<file path="src/rtl/skeleton_pkg.sv">
// Shared types and header-field layout for the skeleton sequencer and any
// controller that needs to decode a latched skeleton header.
package skeleton_pkg;

  typedef enum logic [2:0] {
    ST_IDLE,
    ST_LOAD,
    ST_TRIG,
    ST_WAIT,
    ST_RESULT,
    ST_FLUSH
  } state_e;

  localparam int HEAD_W = 26;

  // Header layout, LSB first: {id, num_out, num_in, bw_out, bw_in}
  localparam int HEAD_BW_IN_LSB   = 0;
  localparam int HEAD_BW_IN_W     = 5;
  localparam int HEAD_BW_OUT_LSB  = 5;
  localparam int HEAD_BW_OUT_W    = 5;
  localparam int HEAD_NUM_IN_LSB  = 10;
  localparam int HEAD_NUM_IN_W    = 6;
  localparam int HEAD_NUM_OUT_LSB = 16;
  localparam int HEAD_NUM_OUT_W   = 6;
  localparam int HEAD_ID_LSB      = 22;
  localparam int HEAD_ID_W        = 4;

  function automatic logic [HEAD_ID_W-1:0] head_id(input logic [HEAD_W-1:0] head);
    return head[HEAD_ID_LSB +: HEAD_ID_W];
  endfunction

  function automatic logic [HEAD_BW_IN_W-1:0] head_bw_in(input logic [HEAD_W-1:0] head);
    return head[HEAD_BW_IN_LSB +: HEAD_BW_IN_W];
  endfunction

endpackage

</file>
<file path="src/rtl/skeleton_timeout_cnt.sv">
// Loadable up-counter with clear, enable and a terminal-count flag; shared by
// the trigger hold and the result-wait timeout of the sequencer.
module skeleton_timeout_cnt #(
  parameter int WIDTH = 10
) (
  input  logic             clk,
  input  logic             rst,
  input  logic             clr_i,
  input  logic             load_i,
  input  logic [WIDTH-1:0] load_val_i,
  input  logic             en_i,
  input  logic [WIDTH-1:0] term_i,
  output logic             tc_o
);

  logic [WIDTH-1:0] cnt_q;

  // NOTE: sequential state uses non-blocking assignments so every register
  // samples the pre-edge value of its inputs, independent of block order.
  always_ff @(posedge clk or posedge rst) begin
    if (rst) begin
      cnt_q <= '0;
    end else if (clr_i) begin
      cnt_q <= '0;
    end else if (load_i) begin
      cnt_q <= load_val_i;
    end else if (en_i) begin
      cnt_q <= cnt_q + WIDTH'(1);
    end
  end

  assign tc_o = (cnt_q == term_i);

endmodule

</file>
<file path="src/rtl/skeleton_sequencer.sv">
// Control FSM that feeds one word at a time to an on-device skeleton, waits
// for its result with a timeout, and returns the result to the host stream.
module skeleton_sequencer
  import skeleton_pkg::*;
#(
  parameter int BITWIDTH_DATA  = 16,
  parameter int BITWIDTH_HEAD  = 26,
  parameter int TRIG_CYCLES    = 1,
  parameter int TIMEOUT_CYCLES = 1024,
  parameter int BITWIDTH_CNT   = 16
) (
  input  logic                     CLK_SYS,
  input  logic                     RST,
  input  logic                     EN,
  input  logic [BITWIDTH_DATA-1:0] IN_DATA,
  input  logic                     IN_VALID,
  output logic                     IN_READY,
  output logic [BITWIDTH_DATA-1:0] OUT_DATA,
  output logic                     OUT_ERR,
  output logic                     OUT_VALID,
  input  logic                     OUT_READY,
  output logic                     SKL_EN,
  output logic                     SKL_TRGG_START_CALC,
  output logic [BITWIDTH_DATA-1:0] SKL_DATA_IN,
  input  logic [BITWIDTH_DATA-1:0] SKL_DATA_OUT,
  input  logic [BITWIDTH_HEAD-1:0] SKL_DATA_HEAD,
  input  logic                     SKL_DATA_VALID,
  output logic [BITWIDTH_HEAD-1:0] HEAD_OUT,
  output logic                     BUSY,
  output logic [BITWIDTH_CNT-1:0]  CNT_DONE
);

  // Counter must hold both TRIG_CYCLES-1 (<=14) and TIMEOUT_CYCLES-1.
  localparam int CNT_W = (TIMEOUT_CYCLES > 16) ? $clog2(TIMEOUT_CYCLES) : 4;
  localparam logic [CNT_W-1:0] TRIG_TERM    = CNT_W'(TRIG_CYCLES - 1);
  localparam logic [CNT_W-1:0] TIMEOUT_TERM = CNT_W'(TIMEOUT_CYCLES - 1);

  state_e                   state_q, state_d;
  logic                     in_ready_q, in_ready_d;
  logic [BITWIDTH_DATA-1:0] out_data_q, out_data_d;
  logic                     out_err_q, out_err_d;
  logic                     out_valid_q, out_valid_d;
  logic                     skl_en_q, skl_en_d;
  logic                     trig_q, trig_d;
  logic [BITWIDTH_DATA-1:0] skl_data_in_q, skl_data_in_d;
  logic [BITWIDTH_HEAD-1:0] head_out_q, head_out_d;
  logic                     head_vld_q, head_vld_d;
  logic                     busy_q, busy_d;
  logic [BITWIDTH_CNT-1:0]  cnt_done_q, cnt_done_d;

  logic                     cnt_clr;
  logic                     cnt_tc;
  logic [CNT_W-1:0]         cnt_term;

  skeleton_timeout_cnt #(
    .WIDTH(CNT_W)
  ) u_cnt (
    .clk       (CLK_SYS),
    .rst       (RST),
    .clr_i     (cnt_clr),
    .load_i    (1'b0),
    .load_val_i('0),
    .en_i      (1'b1),
    .term_i    (cnt_term),
    .tc_o      (cnt_tc)
  );

  // NOTE: every signal written here gets a default first, so no path can
  // leave one unassigned and infer a latch.
  always_comb begin
    state_d       = state_q;
    out_data_d    = out_data_q;
    out_err_d     = out_err_q;
    skl_data_in_d = skl_data_in_q;
    cnt_done_d    = cnt_done_q;
    head_out_d    = head_out_q;
    head_vld_d    = head_vld_q;
    cnt_term      = (state_q == ST_TRIG) ? TRIG_TERM : TIMEOUT_TERM;

    if (!EN) begin
      state_d = ST_IDLE;
    end else begin
      case (state_q)
        ST_IDLE: begin
          if (!head_vld_q) begin
            head_out_d = SKL_DATA_HEAD;
            head_vld_d = 1'b1;
          end
          if (in_ready_q && IN_VALID) begin
            skl_data_in_d = IN_DATA;
            state_d       = ST_LOAD;
          end
        end
        ST_LOAD: state_d = ST_TRIG;
        ST_TRIG: if (cnt_tc) state_d = ST_WAIT;
        ST_WAIT: begin
          // A result arriving on the timeout cycle still counts as valid.
          if (SKL_DATA_VALID) begin
            out_data_d = SKL_DATA_OUT;
            out_err_d  = 1'b0;
            state_d    = ST_RESULT;
          end else if (cnt_tc) begin
            out_data_d = '0;
            out_err_d  = 1'b1;
            state_d    = ST_FLUSH;
          end
        end
        ST_FLUSH: state_d = ST_RESULT;
        ST_RESULT: begin
          if (OUT_READY) begin
            state_d = ST_IDLE;
            if (!out_err_q) cnt_done_d = cnt_done_q + BITWIDTH_CNT'(1);
          end
        end
        default: state_d = ST_IDLE;
      endcase
    end

    // Outputs are registered from the next state so they line up with it.
    in_ready_d  = (state_d == ST_IDLE) && EN;
    skl_en_d    = EN && (state_d != ST_FLUSH);
    trig_d      = (state_d == ST_TRIG);
    out_valid_d = (state_d == ST_RESULT);
    busy_d      = (state_d != ST_IDLE);
    cnt_clr     = (state_d != state_q);
  end

  always_ff @(posedge CLK_SYS or posedge RST) begin
    if (RST) begin
      state_q       <= ST_IDLE;
      in_ready_q    <= 1'b0;
      out_data_q    <= '0;
      out_err_q     <= 1'b0;
      out_valid_q   <= 1'b0;
      skl_en_q      <= 1'b0;
      trig_q        <= 1'b0;
      skl_data_in_q <= '0;
      head_out_q    <= '0;
      head_vld_q    <= 1'b0;
      busy_q        <= 1'b0;
      cnt_done_q    <= '0;
    end else begin
      state_q       <= state_d;
      in_ready_q    <= in_ready_d;
      out_data_q    <= out_data_d;
      out_err_q     <= out_err_d;
      out_valid_q   <= out_valid_d;
      skl_en_q      <= skl_en_d;
      trig_q        <= trig_d;
      skl_data_in_q <= skl_data_in_d;
      head_out_q    <= head_out_d;
      head_vld_q    <= head_vld_d;
      busy_q        <= busy_d;
      cnt_done_q    <= cnt_done_d;
    end
  end

  assign IN_READY            = in_ready_q;
  assign OUT_DATA            = out_data_q;
  assign OUT_ERR             = out_err_q;
  assign OUT_VALID           = out_valid_q;
  assign SKL_EN              = skl_en_q;
  assign SKL_TRGG_START_CALC = trig_q;
  assign SKL_DATA_IN         = skl_data_in_q;
  assign HEAD_OUT            = head_out_q;
  assign BUSY                = busy_q;
  assign CNT_DONE            = cnt_done_q;

endmodule

</file>
<file path="config.mk">
export PLATFORM = sky130hd
export DESIGN_NAME = skeleton_sequencer
export DESIGN_NICKNAME = d
export VERILOG_FILES = /design/src/rtl/skeleton_pkg.sv /design/src/rtl/skeleton_timeout_cnt.sv /design/src/rtl/skeleton_sequencer.sv
export SDC_FILE = /design/constraint.sdc
export NUM_CORES = 1
export LEC_CHECK = 0
export BUFFER_PORTS_ARGS = -buffer_cell sky130_fd_sc_hd__buf_2
export CELL_PAD_IN_SITES_DETAIL_PLACEMENT = 0
export CELL_PAD_IN_SITES_GLOBAL_PLACEMENT = 2
export CORE_MARGIN = 2
export CORE_UTILIZATION = 34
export CTS_CLUSTER_DIAMETER = 80
export DETAILED_ROUTE_END_ITERATION = 8
export PLACE_DENSITY_LB_ADDON = 0.1
export SETUP_SLACK_MARGIN = 0.15
export SKIP_LAST_GASP = 1
export SYNTH_ARGS = -nofsm -noshare
export SYNTH_HDL_FRONTEND = slang
export SYNTH_HIERARCHICAL = 1
export SYNTH_SLANG_ARGS = --single-unit
</file>
<file path="constraint.sdc">
create_clock -name CLK_SYS -period 6.5 [get_ports CLK_SYS]
set_input_delay 1.3 -clock CLK_SYS [delete_from_list [all_inputs] [get_ports CLK_SYS]]
set_output_delay 1.3 -clock CLK_SYS [all_outputs]
set_load 0.01 [all_outputs]
</file>
==> qor.csv <==
metric,value,unit
Synth Area in Compound Gates,5.04,%
critical setup path kind,flip-flop to flip-flop,
WP data arrival,3.92,ns
worst reg2reg path startpoint,state_q[1],
Rel. slew slack,41.1,%
num ports,144,
via count,3107,
Final ANT Viol Nets,0,
CP max FO,12,
CP Cell Sequence,nand2b_1 -> or2_2 -> xnor2_1 -> nand4_1 -> nor4_1 -> o211ai_1 -> or3b_2 -> o21ai_0 -> o211ai_1 -> a2111oi_0 -> and3_1,
via/cell ratio,4.54,
status,"complete, no violations",
pin count of the biggest net entering global routing,54,
"commonest non-fill, non-tap cell in the layout",buf_2,
multi-input logic area,1810,um2
Synth Instances,357,
adder-cell share of the synthesized area,0.593,%
TritonCTS Sinks,94,
setup repair after global routing missed its margin,false,
Post-CTS Resized,0,
Post-Synthesis Cell Area,4220,um2
synth warn,6,
vias in the first global route,3037,
Min-Delay Path Depth,1,
slowest CP cell,dfrtp_1,
xor/xnor share of the synthesized area,6.02,%
drt first-iter violations,157,
Ant. Diodes,0,
Bufs and invs on worst path,0,
CP startpoint kind,flip-flop,
crit end category,flip-flop,
# rows,40,
GRT Overall Usage,15.3,%
Reg2Reg Depth,11,
#FFs+latches synth,94,
number of synthesized flops with an enable pin,0,
Post-Place Setup Slack,2.85,ns
setup TNS,0,ns
share of layout cells above drive strength 1,41.6,%
maximum clock insertion buffer count,2,
Final period util,56.0,%
initial antenna violation count,0,
GPL Wtd Cong,0.744,
Leak,2.73,nW
main combinational cell family by area after synthesis,simple AND/OR/NAND/NOR gates,
DIE WIDTH,115,um
Max stage delay on crit path,0.68,ns
max-slew violation count,0,
effective utilization at floorplan,35.0,%
Post-CTS Hold Buffers,0,
Max H-tree Level,3,
first-pass GRT wire length,15.7,mm
Hold WC Path Type,flip-flop to flip-flop,
Filler Cell Count,1171,
post-CTS setup buffers,0,
CTS tree,built,
number of remaining DRC errors,0,
Hold Crit Endpoint,CNT_DONE[15],
Crit Reg-Reg Endpoint,u_cnt/cnt_q[9],
Slew @ Worst Pin,0.884,ns
Routed Wire Length,9.78,mm
Pwr per Cell Area,285,nW/um2
synth unique cells,47,
FF+latch area,2350,um2
family with the most delay on the worst path,simple AND/OR/NAND/NOR gates,
grt ovf,0,
Die ar.,13300,um2
final hold viol count,0,
clk slew on worst S/H paths,0.06,ns
syn avg cell area,11.8,um2
flop2flop setup slack,2.86,ns
P&R area growth vs syn,28.6,%
Worst-Skew Late Latency,0.34,ns
die extent in y,115,um
fin crit period,3.64,ns
Avg WL per Cell,14.3,um
VDD IR max,116,uV
number of I/O port buffers,143,
Num CTS Buffers,9,
post-route setup slack,2.86,ns
HPWL Detailed,6.97,mm
CORE AREA,12100,um2
post-synthesis mux area share,12.6,%
"commonest non-fill, non-tap cells in the layout","143 x buf_2, 94 x dfrtp_1, 50 x nand2_1",
maxcap violations,0,
"Seq/Total Area, Yosys",55.8,%
final setup fails,0,
worst path required time,6.78,ns
ys flop type,dfrtp_1,
final clock skew,0.00700,ns
ys async rst share,100,%
maximum clock frequency,274,MHz
Hold Path Origin,CNT_DONE[15],
Synth Area in Simple Gates,17.0,%
"most used cell, CP",o211ai_1,
root buffer cell,clkbuf_16,
Final Net Count,579,
Pre-Repair DR Iteration Count,4,
Yosys cell counts, types with 3 or more instances:
master | instances | area [um2]
dfrtp_1 | 94 | 2350
nand2_1 | 50 | 188
mux2_2 | 34 | 383
nand3_1 | 24 | 120
xnor2_1 | 20 | 175
nor2_1 | 11 | 41.3
mux2_4 | 10 | 150
nand4_1 | 10 | 62.6
xor2_1 | 9 | 78.8
o21ai_0 | 8 | 40.0
buf_2 | 7 | 35.0
a21oi_1 | 6 | 30.0
a311oi_1 | 5 | 43.8
inv_1 | 5 | 18.8
a211oi_1 | 4 | 30.0
nand2b_1 | 4 | 25.0
nor2b_1 | 4 | 25.0
and3_1 | 3 | 18.8
buf_4 | 3 | 22.5
nor4_4 | 3 | 63.8
o211ai_1 | 3 | 22.5
logic make-up (layout without fill, tap and decap cells):
kind of cell    after synthesis  after routing
other cells                   2             18
xor+xnor                     29             29
compound gates               32             32
mux                          44             44
simple gates                133            133
buf+inv                      21            165
flops                        94             94
fa+ha+maj                     2              2
layer usage:
metal / share of wire, % / track usage [%]
met1: 47 / 20.8
met3: 7.1 / 5.96
met2: 45 / 23.0
met5: 0 / 0
met4: 1.1 / 3.86
per-stage QoR:
step	total power [W]	utilization, %	hold slack [ns]	area [um2]	cells
after floorplan	0.000899	-	0.485	4280	373
after global placement	0.00102	42.5	0.447	5120	670
after detailed placement	0.00102	42.5	0.453	5120	670
after CTS	0.00157	45.0	0.468	5420	685
after global routing	0.00163	45.0	0.492	5420	685
final	0.00155	45.0	0.462	5420	685
how the worst max path moves through the flow:
stage          slack, ns        from        endpoint  cells after the start
2_1_floorplan       3.03         RST            BUSY                      1
3_3_place_gp        2.92  state_q[1]  u_cnt/cnt_q[9]                     10
3_5_place_dp        2.85  state_q[1]  u_cnt/cnt_q[9]                     10
4_1_cts             2.86  state_q[1]  u_cnt/cnt_q[9]                     11
5_1_grt             2.58  state_q[1]  u_cnt/cnt_q[9]                     10
6_report            2.86  state_q[1]  u_cnt/cnt_q[9]                     11
registers in the layout, summed over array words and instances (netlist names):
register / cells
SKL_DATA_IN: 16
OUT_ERR: 1
head_vld_q: 1
HEAD_OUT: 26
u_cnt/cnt_q: 10
OUT_VALID: 1
CNT_DONE: 16
SKL_TRGG_START_CALC: 1
OUT_DATA: 16
BUSY: 1
SKL_EN: 1
state_q: 3
IN_READY: 1
cell type report:
cell class / count / area share (%)
clock buffer: 12 / 4.73
timing repair buffer: 145 / 13.5
tap: 168 / 3.88
multi-input combinational: 258 / 33.4
inverter: 5 / 0.369
clock inverter: 3 / 0.807
sequential: 94 / 43.4
power by group:
| group | switching, W | internal (W) | leakage, nW | total, W |
|---|---|---|---|---|
| logic | 0.000138 | 0.000149 | 1.37 | 0.000286 |
| clock network | 0.000221 | 0.000317 | 0.149 | 0.000539 |
| registers | 0.0000556 | 0.000666 | 1.20 | 0.000722 |
Note: power is estimated with default switching activity, not from simulation.
